### config.mk
export PLATFORM = sky130hd
export DESIGN_NAME = booth_multiplier
export DESIGN_NICKNAME = d
export VERILOG_FILES = /design/src/rtl/booth_multiplier.sv
export SDC_FILE = /design/constraint.sdc
export NUM_CORES = 1
export LEC_CHECK = 0
export CORE_MARGIN = 1.5
export CORE_UTILIZATION = 49
export CTS_BUF_LIST = sky130_fd_sc_hd__clkbuf_16
export DETAILED_ROUTE_END_ITERATION = 6
export PLACE_DENSITY = 0.72
export SYNTH_ARGS = -nofsm -noshare
export SYNTH_HDL_FRONTEND = slang
export SYNTH_SLANG_ARGS = --single-unit
### constraint.sdc
create_clock -name clk -period 10.42 [get_ports clk]
set_input_delay 2.084 -clock clk [delete_from_list [all_inputs] [get_ports clk]]
set_output_delay 2.084 -clock clk [all_outputs]
set_load 0.05 [all_outputs]
### src/rtl/booth_multiplier.sv
// Signed 8x8 radix-4 Booth multiplier with a registered 16-bit product.
// Optional macro BOOTH_PIPE_EN adds a register stage after Booth recoding.
// The optional stage raises latency from 1 to 2 cycles. Results are identical in both builds.
module booth_multiplier (
  input  logic        clk,
  input  logic        rst,
  input  logic        in_valid,
  input  logic [7:0]  A,
  input  logic [7:0]  B,
  output logic        out_valid,
  output logic [15:0] result
);

  // A recoded digit is negative for groups 100, 101 and 110.
  // Group 111 is a zero digit, so it never requests a carry-in.
  function automatic logic booth_neg(input logic [2:0] grp);
    return (grp == 3'b100) || (grp == 3'b101) || (grp == 3'b110);
  endfunction

  // Forms the 10-bit partial product for one recoded group.
  // Negative digits return the ones' complement of the magnitude; booth_sum adds the +1.
  function automatic logic [9:0] booth_pp(input logic [2:0] grp, input logic signed [7:0] a);
    logic [9:0] a1;
    logic [9:0] a2;
    logic [9:0] mag;
    a1 = {{2{a[7]}}, a};
    a2 = {a[7], a, 1'b0};
    case (grp)
      3'b001, 3'b010, 3'b101, 3'b110: mag = a1;
      3'b011, 3'b100:                 mag = a2;
      default:                        mag = '0;
    endcase
    return booth_neg(grp) ? ~mag : mag;
  endfunction

  // Sign-extends each partial product and places it at weight 4^i.
  // The two's-complement carry-in bit goes to the same weight.
  // The sum is taken modulo 2^16.
  function automatic logic [15:0] booth_sum(input logic [3:0][9:0] pp, input logic [3:0] neg);
    logic [15:0] acc;
    acc = '0;
    for (int i = 0; i < 4; i++) begin
      acc = acc + ({{6{pp[i][9]}}, pp[i]} << (2 * i)) + (16'(neg[i]) << (2 * i));
    end
    return acc;
  endfunction

  logic [8:0]       bx;
  logic [3:0][9:0]  pp_d;
  logic [3:0]       neg_d;
  logic             sum_vld;
  logic [15:0]      sum_d;
  logic             out_valid_q;
  logic [15:0]      result_q;

  // Booth recoding: B with an implicit zero below the LSB, split into overlapping triplets
  always_comb begin
    bx    = {B, 1'b0};
    pp_d  = '0;
    neg_d = '0;
    for (int i = 0; i < 4; i++) begin
      pp_d[i]  = booth_pp(bx[2*i +: 3], A);
      neg_d[i] = booth_neg(bx[2*i +: 3]);
    end
  end

`ifdef BOOTH_PIPE_EN
  logic [3:0][9:0] pp_p0_q;
  logic [3:0]      neg_p0_q;
  logic            vld_p0_q;

  // Stage p0 valid bit: reset drops any pair in flight
  always_ff @(posedge clk) begin
    if (rst) vld_p0_q <= 1'b0;
    else     vld_p0_q <= in_valid;
  end

  // Stage p0 data: recoded partial products and carry-in bits, captured only for valid pairs
  always_ff @(posedge clk) begin
    if (in_valid) begin
      pp_p0_q  <= pp_d;
      neg_p0_q <= neg_d;
    end
  end

  assign sum_vld = vld_p0_q;
  assign sum_d   = booth_sum(pp_p0_q, neg_p0_q);
`else
  assign sum_vld = in_valid;
  assign sum_d   = booth_sum(pp_d, neg_d);
`endif

  // Output stage: the product updates only for valid pairs and holds its value across bubbles
  always_ff @(posedge clk) begin
    if (rst) begin
      out_valid_q <= 1'b0;
      result_q    <= '0;
    end else begin
      out_valid_q <= sum_vld;
      if (sum_vld) result_q <= sum_d;
    end
  end

  assign out_valid = out_valid_q;
  assign result    = result_q;

endmodule

### Word-level counts from Yosys, hierarchy flattened

Cells that the tools add are included.

* word-level logic and storage cells: 56
* register bits after elaboration: 17
* input bits: 19

* bitwise gates (word level): 4
* multiplexer cells: 8
* $add $sub $neg: 7
* eq/ne operators: 21
* reductions and logical operators: 14

Operators by type and width (count)
* one-hot mux 10 bit (2 select lines): 4
* 2-to-1 mux 10 bit: 4
* NOT 10 bit: 4
* equality test 3 bit (second input constant): 9
* equality test 3 x 2 -> 1 bit (second input constant): 6
* adder 15 x 6 -> 16 bit: 1
* adder 16 bit: 1
* adder 16 x 7 -> 16 bit: 1
* adder 14 x 14 -> 15 bit: 1
* adder 13 x 4 -> 14 bit: 1
* adder 11 x 12 -> 13 bit: 1
* OR reduction 4 bit: 3
* adder 10 x 2 -> 11 bit: 1
* equality test 3 x 1 -> 1 bit (second input constant): 3
* OR reduction 2 bit: 4
* logical OR 1 bit: 7
* equality test 2 bit (second input constant): 2
* equality test 2 x 1 -> 1 bit (second input constant): 1

### Logic depth before layout (Yosys ltp)

Gate-level depths: netlist of the first run.

* depth after elaboration: 12
* gate-level depth with buffers: 18

### Worst setup path after synthesis of the first run

OpenSTA, ideal clock, no wires.

* path kind: input -> register
* from: in B[1]
* to: reg result_q[15], in the netlist result[15]
* setup time: 0.087 ns
* arrival time: 6.598 ns
* setup slack: 3.735 ns
* stages on the path: 16
* buffers on the path: 1
* cells stage by stage: clkbuf_1 -> inv_1 -> ha_1 -> o31ai_4 -> xor2_1 -> inv_1 -> fa_1 -> inv_1 -> fa_1 -> ha_1 -> ha_1 -> a21oi_1 -> nor2b_1 -> o31a_1 -> o31a_1 -> o31ai_1

* cells in the longest elaborated chain, start to end: 12
* elaborated cells between the ends (all ways): 28

Ends and longest elaborated chain
* start: declaration: RTL line 9 `input logic [7:0] B,`
* equality test 2 bit / equality test 2 x 1 -> 1 bit (equally long branches): RTL line 17, 28
* OR reduction 2 bit: RTL line 28 `case (grp)`
* one-hot mux 10 bit (2 select lines): RTL line 28
* NOT 10 bit: RTL line 33 `return booth_neg(grp) ? ~mag : mag;`
* 2-to-1 mux 10 bit: RTL line 33
* adder 10 x 2 -> 11 bit: RTL line 43 `acc = acc + ({{6{pp[i][9]}}, pp[i]} << (2 * i)) + (16'(neg[i]) << (2 * i));`
* adder 11 x 12 -> 13 bit: RTL line 43
* adder 13 x 4 -> 14 bit *: RTL line 43
* adder 14 x 14 -> 15 bit *: RTL line 43
* adder 15 x 6 -> 16 bit *: RTL line 43
* adder 16 bit *: RTL line 43
* adder 16 x 7 -> 16 bit *: RTL line 43
* end signal: assignment: RTL line 100 `if (sum_vld) result_q <= sum_d;`
* end: declaration: RTL line 54 `logic [15:0] result_q;`

Mark *: on every way between the ends. The rest lies on a longest branch, timed or not.
A chain may end at the register's enable or synchronous reset.

### Final worst setup path of the first run

Same ends and word-level chain as after synthesis.

==> results of run 1 <==
per-stage QoR:
stage	hold WS [ns]	area [um2]	setup WS (ns)	std cells
final	0.445	3180	3.18	403
after global routing	0.475	3180	2.79	403
after detailed placement	0.441	3100	2.91	399
after global placement	0.436	3100	3.11	399
after CTS	0.454	3180	3.15	403
after floorplan	0.669	2750	3.74	313
layout make-up:
class | instances | area [um2] | area share (%)
tap | 72 | 90.1 | 2.83
clock buffer | 3 | 75.1 | 2.36
inverter | 40 | 150 | 4.72
clock inverter | 1 | 5.00 | 0.157
timing repair buffer | 35 | 350 | 11.0
sequential | 17 | 340 | 10.7
multi-input combinational | 235 | 2170 | 68.2
registers in the layout, indices dropped and copies added (netlist names):
signal	flops
out_valid	1
result	16
path summary, 6_finish.rpt:
| check | start | endpoint | slack (ns) | cells after the start |
|---|---|---|---|---|
| setup / recovery | B[1] | result[15] | 3.18 | 16 |
| hold / removal | result[10] | result[10] | 0.45 | 2 |
| setup reg to reg | result[5] | result[5] | 9.76 | 2 |
| hold reg to reg | result[10] | result[10] | 0.45 | 2 |
worst max-delay path, stage by stage:
cell and delay, ns:
clkdlybuf4s50_1 0.83, inv_1 0.25, ha_1 0.30, o31ai_4 0.54, xor2_1 0.39, inv_1 0.11
fa_1 0.58, inv_1 0.11, fa_1 0.48, ha_1 0.30, ha_1 0.37, a21oi_1 0.22
nor2b_1 0.07, o31a_1 0.29, o31a_1 0.28, o31ai_1 0.21
logic make-up after synthesis:
family	synth area share, %
AND/OR/NAND/NOR	8.73
flip-flops	12.4
AO/OA/AOI/OAI	18.4
multiplexers	4.87
buffers and inverters	9.19
adder cells (fa/ha/maj)	32.7
XOR/XNOR	13.7
power by group:
group | total [uW] | switching, uW | internal (uW)
sequential | 89.5 | 6.87 | 82.6
clock | 76.3 | 25.0 | 51.3
combinational | 704 | 397 | 307
cell usage in the layout (no fill, tap or decap), types with 3 or more instances in the layout:
cell type | Yosys | final
o31ai_2 | 1 | 3
a21oi_1 | 8 | 8
mux2_2 | 3 | 3
xor2_1 | 20 | 20
nor3_1 | 3 | 3
o21ai_0 | 11 | 11
a21o_1 | 4 | 4
inv_1 | 40 | 40
mux2i_1 | 10 | 10
a22oi_1 | 21 | 21
dfxtp_1 | 17 | 17
o31ai_1 | 6 | 4
nand2_1 | 17 | 17
clkbuf_16 | 0 | 3
nor2_1 | 15 | 15
clkdlybuf4s50_1 | 0 | 35
fa_1 | 20 | 20
ha_1 | 40 | 40
nand3_1 | 4 | 4
xnor2_1 | 23 | 23
a211oi_1 | 3 | 3
layer usage:
layer | vias to the layer above | global-route usage, % | share of wire [%] | wire length [um]
met1 | 989 | 22.9 | 45 | 2300
met3 | 5 | 2.24 | 3.7 | 190
met4 | 0 | 2.86 | 0.43 | 22
li1 | 1093 | - | - | -
met5 | - | 0 | 0 | 0
met2 | 46 | 33.0 | 51 | 2590
Yosys cell counts, types with 2 or more instances:
cell type	count	area (um2)
nand2b_1	2	12.5
inv_1	40	150
a21oi_1	8	40.0
mux2_2	3	33.8
a31oi_1	2	12.5
xor2_1	20	175
nand2_1	17	63.8
clkbuf_1	15	56.3
o21ai_0	11	55.1
xnor2_1	23	201
nor2_1	15	56.3
a211oi_1	3	22.5
or3_1	2	12.5
a22oi_1	21	158
buf_2	2	10.0
ha_1	40	500
nand3_1	4	20.0
a21o_1	4	30.0
mux2i_1	10	100
nor3_1	3	15.0
o31ai_1	6	45.0
fa_1	20	400
dfxtp_1	17	340
o31a_1	2	17.5
o21a_1	2	15.0
==> impl_metrics.env, run 1 <==
export IMPL_status="completed"
export IMPL_wl_per_cell_um=12.7
export IMPL_insertion_delay_ns=0.25
export IMPL_tns_ns=0
export IMPL_gp_congestion=0.849
export IMPL_ir_drop_uv=139
export IMPL_cap_violations=0
export IMPL_relSlewSlack_pct=25.8
export IMPL_power_uw=870
export IMPL_netlist_instances=313
export IMPL_overflow=0
export IMPL_cts_sinks=17
export IMPL_die_w_um=77.9
export IMPL_cp_end_kind="register"
export IMPL_critPathKind="in2reg"
export IMPL_dpl_hpwl_mm=4.35
export IMPL_holdBufCountCts=0
export IMPL_syn_to_final_growth_pct=15.6
export IMPL_final_nets=411
export IMPL_grt_pass1_wl_mm=9.09
export IMPL_worst_pin_slew_ns=1.11
export IMPL_drtIter0Drc=84
export IMPL_pin_count=36
export IMPL_htree_levels=1
export IMPL_rows=27
export IMPL_ys_warnings_count=0
export IMPL_fill_cells=508
export IMPL_die_area_mm2=0.00607
export IMPL_cts_resized=0
export IMPL_cp_start_kind="primary input"
export IMPL_vias=2133
export IMPL_async_flop_share_pct=0
export IMPL_fmax_mhz=138
export IMPL_ys_ff_latch=17
export IMPL_yosysUniqueCellTypes=46
export IMPL_hold_class="reg2reg"
export IMPL_tritoncts="yes"
export IMPL_numCtsBuffers=3
export IMPL_cp_max_fo=13
export IMPL_die_y_um=77.9
export IMPL_synth_edff_count=0
export IMPL_power_leakage_uw=0.00145
export IMPL_grt_max_degree=18
export IMPL_synth_nets=392
export IMPL_viasPerCell=5.29
export IMPL_clock_root_buffer="clkbuf_16"
export IMPL_routed_wl_mm=5.10
export IMPL_post_cts_buffers=0
export IMPL_slew_violations=0
export IMPL_fin_util_pct=58.1
export IMPL_grt_pass1_vias=2078
export IMPL_crit_required_ns=10.58
export IMPL_diodes=0
export IMPL_antenna_left=0
export IMPL_crit_arrival_ns=7.40
export IMPL_drt_first_pass_iters=5
export IMPL_syn_area_per_cell_um2=8.79
export IMPL_power_density_mw_per_mm2=274
export IMPL_rsz0062_at_grt="false"
export IMPL_finalHoldViolCount=0
export IMPL_finalSetupViolCount=0
export IMPL_cts_buffer_depth=2
export IMPL_fin_crit_sh_pct=69.5
export IMPL_yosysSeqAreaShare_pct=12.4
export IMPL_drive_gt1_share_pct=4.83
export IMPL_core_area_mm2=0.00547
export IMPL_antenna_found_initial=0
export IMPL_finalClockSkew_ns=0
export IMPL_clkTransAtPathRegs_ns=0.05
export IMPL_port_buffer_count=35
export IMPL_synth_area_mm2=0.00275
export IMPL_yosys_most_used_dff="dfxtp_1"
export IMPL_drc=0
export IMPL_start_util_pct=50.3
export IMPL_layout_min_cycle_time_ns=7.24
export IMPL_grtUsageTotal_pct=18.0
Note: power is estimated with default switching activity, not from simulation.
==> run 2, diff against run 1 <==
clock period = 6.9 ns   (was 10.42 ns; I/O delays follow)
==> run 2 against run 1 <==
Via count up 1.4%. Die area unchanged. Hold slack gained 0.0080 ns. Register-to-register slack worse by 3.5 ns. Critical path depth unchanged. Non-clock buffer count increased by 3. Clock skew unchanged. Sequential cell count stayed put. Setup slack got worse by 2.2 ns. Sequential power up 52%. Routed wire length decreased by 2.0%. Sequential share of layout area shrank 0.075 points. Largest power group unchanged.
==> impl_metrics.env, run 2 (synthesis results as in run 1) <==
export IMPL_cp_end_kind="register"
export IMPL_reg2reg_from="result[5]"
export IMPL_crit_cells=16
export IMPL_power_density_mw_per_mm2=407
export IMPL_p_seq_share_pct=10.4
export IMPL_cts_buffer_depth=2
export IMPL_drt_first_pass_iters=5
export IMPL_grt_max_degree=18
export IMPL_pin_count=36
export IMPL_tns_ns=0
export IMPL_grtUsageTotal_pct=17.7
export IMPL_clkTransAtPathRegs_ns=0.05
export IMPL_finalSetupViolCount=0
export IMPL_r2r_slack_ns=6.23
export IMPL_gp_congestion=0.863
export IMPL_crit_required_ns=7.07
export IMPL_viasPerCell=5.33
export IMPL_layout_min_cycle_time_ns=5.92
export IMPL_cp_max_fo=9
export IMPL_dpl_hpwl_mm=4.17
export IMPL_path_cells="clkdlybuf4s50_1 > inv_1 > ha_1 > o31ai_4 > xor2_1 > inv_1 > fa_1 > inv_1 > fa_1 > ha_1 > ha_1 > a21oi_1 > nor2b_1 > o31a_1 > o31a_1 > o31ai_1"
export IMPL_cp_buffers_inverters=4
export IMPL_cp_top_family="adder cells"
export IMPL_clock_root_buffer="clkbuf_16"
export IMPL_hp_start="result[15]"
export IMPL_slew_violations=0
export IMPL_port_buffer_count=35
export IMPL_cts_resized=0
export IMPL_post_cts_buffers=0
export IMPL_power_leakage_uw=0.00146
export IMPL_min_to="result[15]"
export IMPL_holdPathStages=2
export IMPL_insertion_delay_ns=0.25
export IMPL_fill_cells=507
export IMPL_fin_area_mm2=0.00320
export IMPL_final_nets=414
export IMPL_clkPwrFrac_pct=8.9
export IMPL_finalNonFillerCells=406
export IMPL_ir_drop_uv=175
export IMPL_final_cell_mix="inv_1, ha_1, clkdlybuf4s50_1"
export IMPL_start_util_pct=50.3
export IMPL_fmax_mhz=169
export IMPL_place_area_mm2=0.00312
export IMPL_syn_to_final_growth_pct=16.4
export IMPL_crit_arrival_ns=6.08
export IMPL_drive_gt1_share_pct=5.69
export IMPL_rows=27
export IMPL_antenna_left=0
export IMPL_die_y_um=77.9
export IMPL_htree_levels=1
export IMPL_ff2ff_path_depth=2
export IMPL_final_seq_area_um2=340
export IMPL_slowest_stage="fa_1"
export IMPL_core_area_mm2=0.00547
export IMPL_cp_start_kind="primary input"
export IMPL_p_sw_share_pct=49.0
export IMPL_cts_sinks=17
export IMPL_drc=0
export IMPL_switchingPower_uw=640
export IMPL_dp_cells=402
export IMPL_routed_wl_mm=5.00
export IMPL_max_stage_delay_ns=0.57
export IMPL_p_int_uw=665
export IMPL_multi_input_comb_area_mm2=0.00217
export IMPL_wl_per_cell_um=12.3
export IMPL_die_w_um=77.9
export IMPL_finalClockSkew_ns=0
export IMPL_vias=2162
export IMPL_die_area_mm2=0.00607
export IMPL_cap_violations=0
export IMPL_fin_crit_sh_pct=85.8
export IMPL_holdBufCountCts=0
export IMPL_antenna_found_initial=0
export IMPL_r2r_end="result[5]"
export IMPL_relSlewSlack_pct=51.8
export IMPL_diodes=0
export IMPL_numCtsBuffers=3
export IMPL_finalHoldViolCount=0
export IMPL_drtIter0Drc=81
export IMPL_largest_register_ffs=16
export IMPL_hold_class="reg2reg"
export IMPL_grt_pass1_wl_mm=8.94
export IMPL_overflow=0
export IMPL_grt_pass1_vias=2081
export IMPL_pwr_share_comb_pct=80.7
export IMPL_status="completed"
export IMPL_tritoncts="yes"
export IMPL_critPathKind="in2reg"
export IMPL_worst_pin_slew_ns=0.720
export IMPL_rsz0062_at_grt="false"
run 2: layout make-up:
| class | instances | area share [%] |
|---|---|---|
| multi-input cells | 235 | 67.7 |
| flip-flops and latches | 17 | 10.6 |
| clock inverters | 1 | 0.156 |
| well taps | 72 | 2.81 |
| repair buffers | 38 | 11.6 |
| clock buffers | 3 | 2.34 |
| inverters | 40 | 4.69 |
run 2: metal layers:
layer,global-route usage (%),routed length [um],vias to the layer above
li1,-,-,1098
met3,2.94,163,5
met2,30.8,2390,41
met4,3.57,40,0
met1,23.0,2410,1018
met5,0,0,-
run 2: worst min-delay path: cells and delay by family (launching register included):
| family | cells | cell delay, ns |
|---|---|---|
| flip-flops | 1 | 0.32 |
| AND/OR/NAND/NOR | 1 | 0.05 |
| AO/OA/AOI/OAI | 1 | 0.05 |
run 2: power groups by stage:
stage	logic (uW)	registers, uW	clock network (uW)
2_1_floorplan	794	219	0
3_3_place_gp	1040	137	0
3_5_place_dp	1050	138	0
4_1_cts	1060	136	121
5_1_grt	1190	139	126
6_report	1050	136	117
run 2: how the worst max path moves through the flow:
stage,from,end,slack [ns]
after floorplan,B[1],result[15],0.92
after CTS,B[1],result[15],0.95
after global placement,B[1],result[15],0.79
after detailed placement,B[1],result[15],0.70
final,B[1],result[15],0.98
after global routing,B[1],result[15],0.65
run 2: stage by stage:
stage	util [%]	total power (uW)	hold slack [ns]	setup WS [ns]
after CTS	58.5	1320	0.458	0.954
final	58.5	1300	0.453	0.983
after floorplan	-	1010	0.669	0.919
after global routing	58.5	1460	0.497	0.649
after global placement	57.0	1180	0.437	0.788
after detailed placement	57.0	1190	0.446	0.702
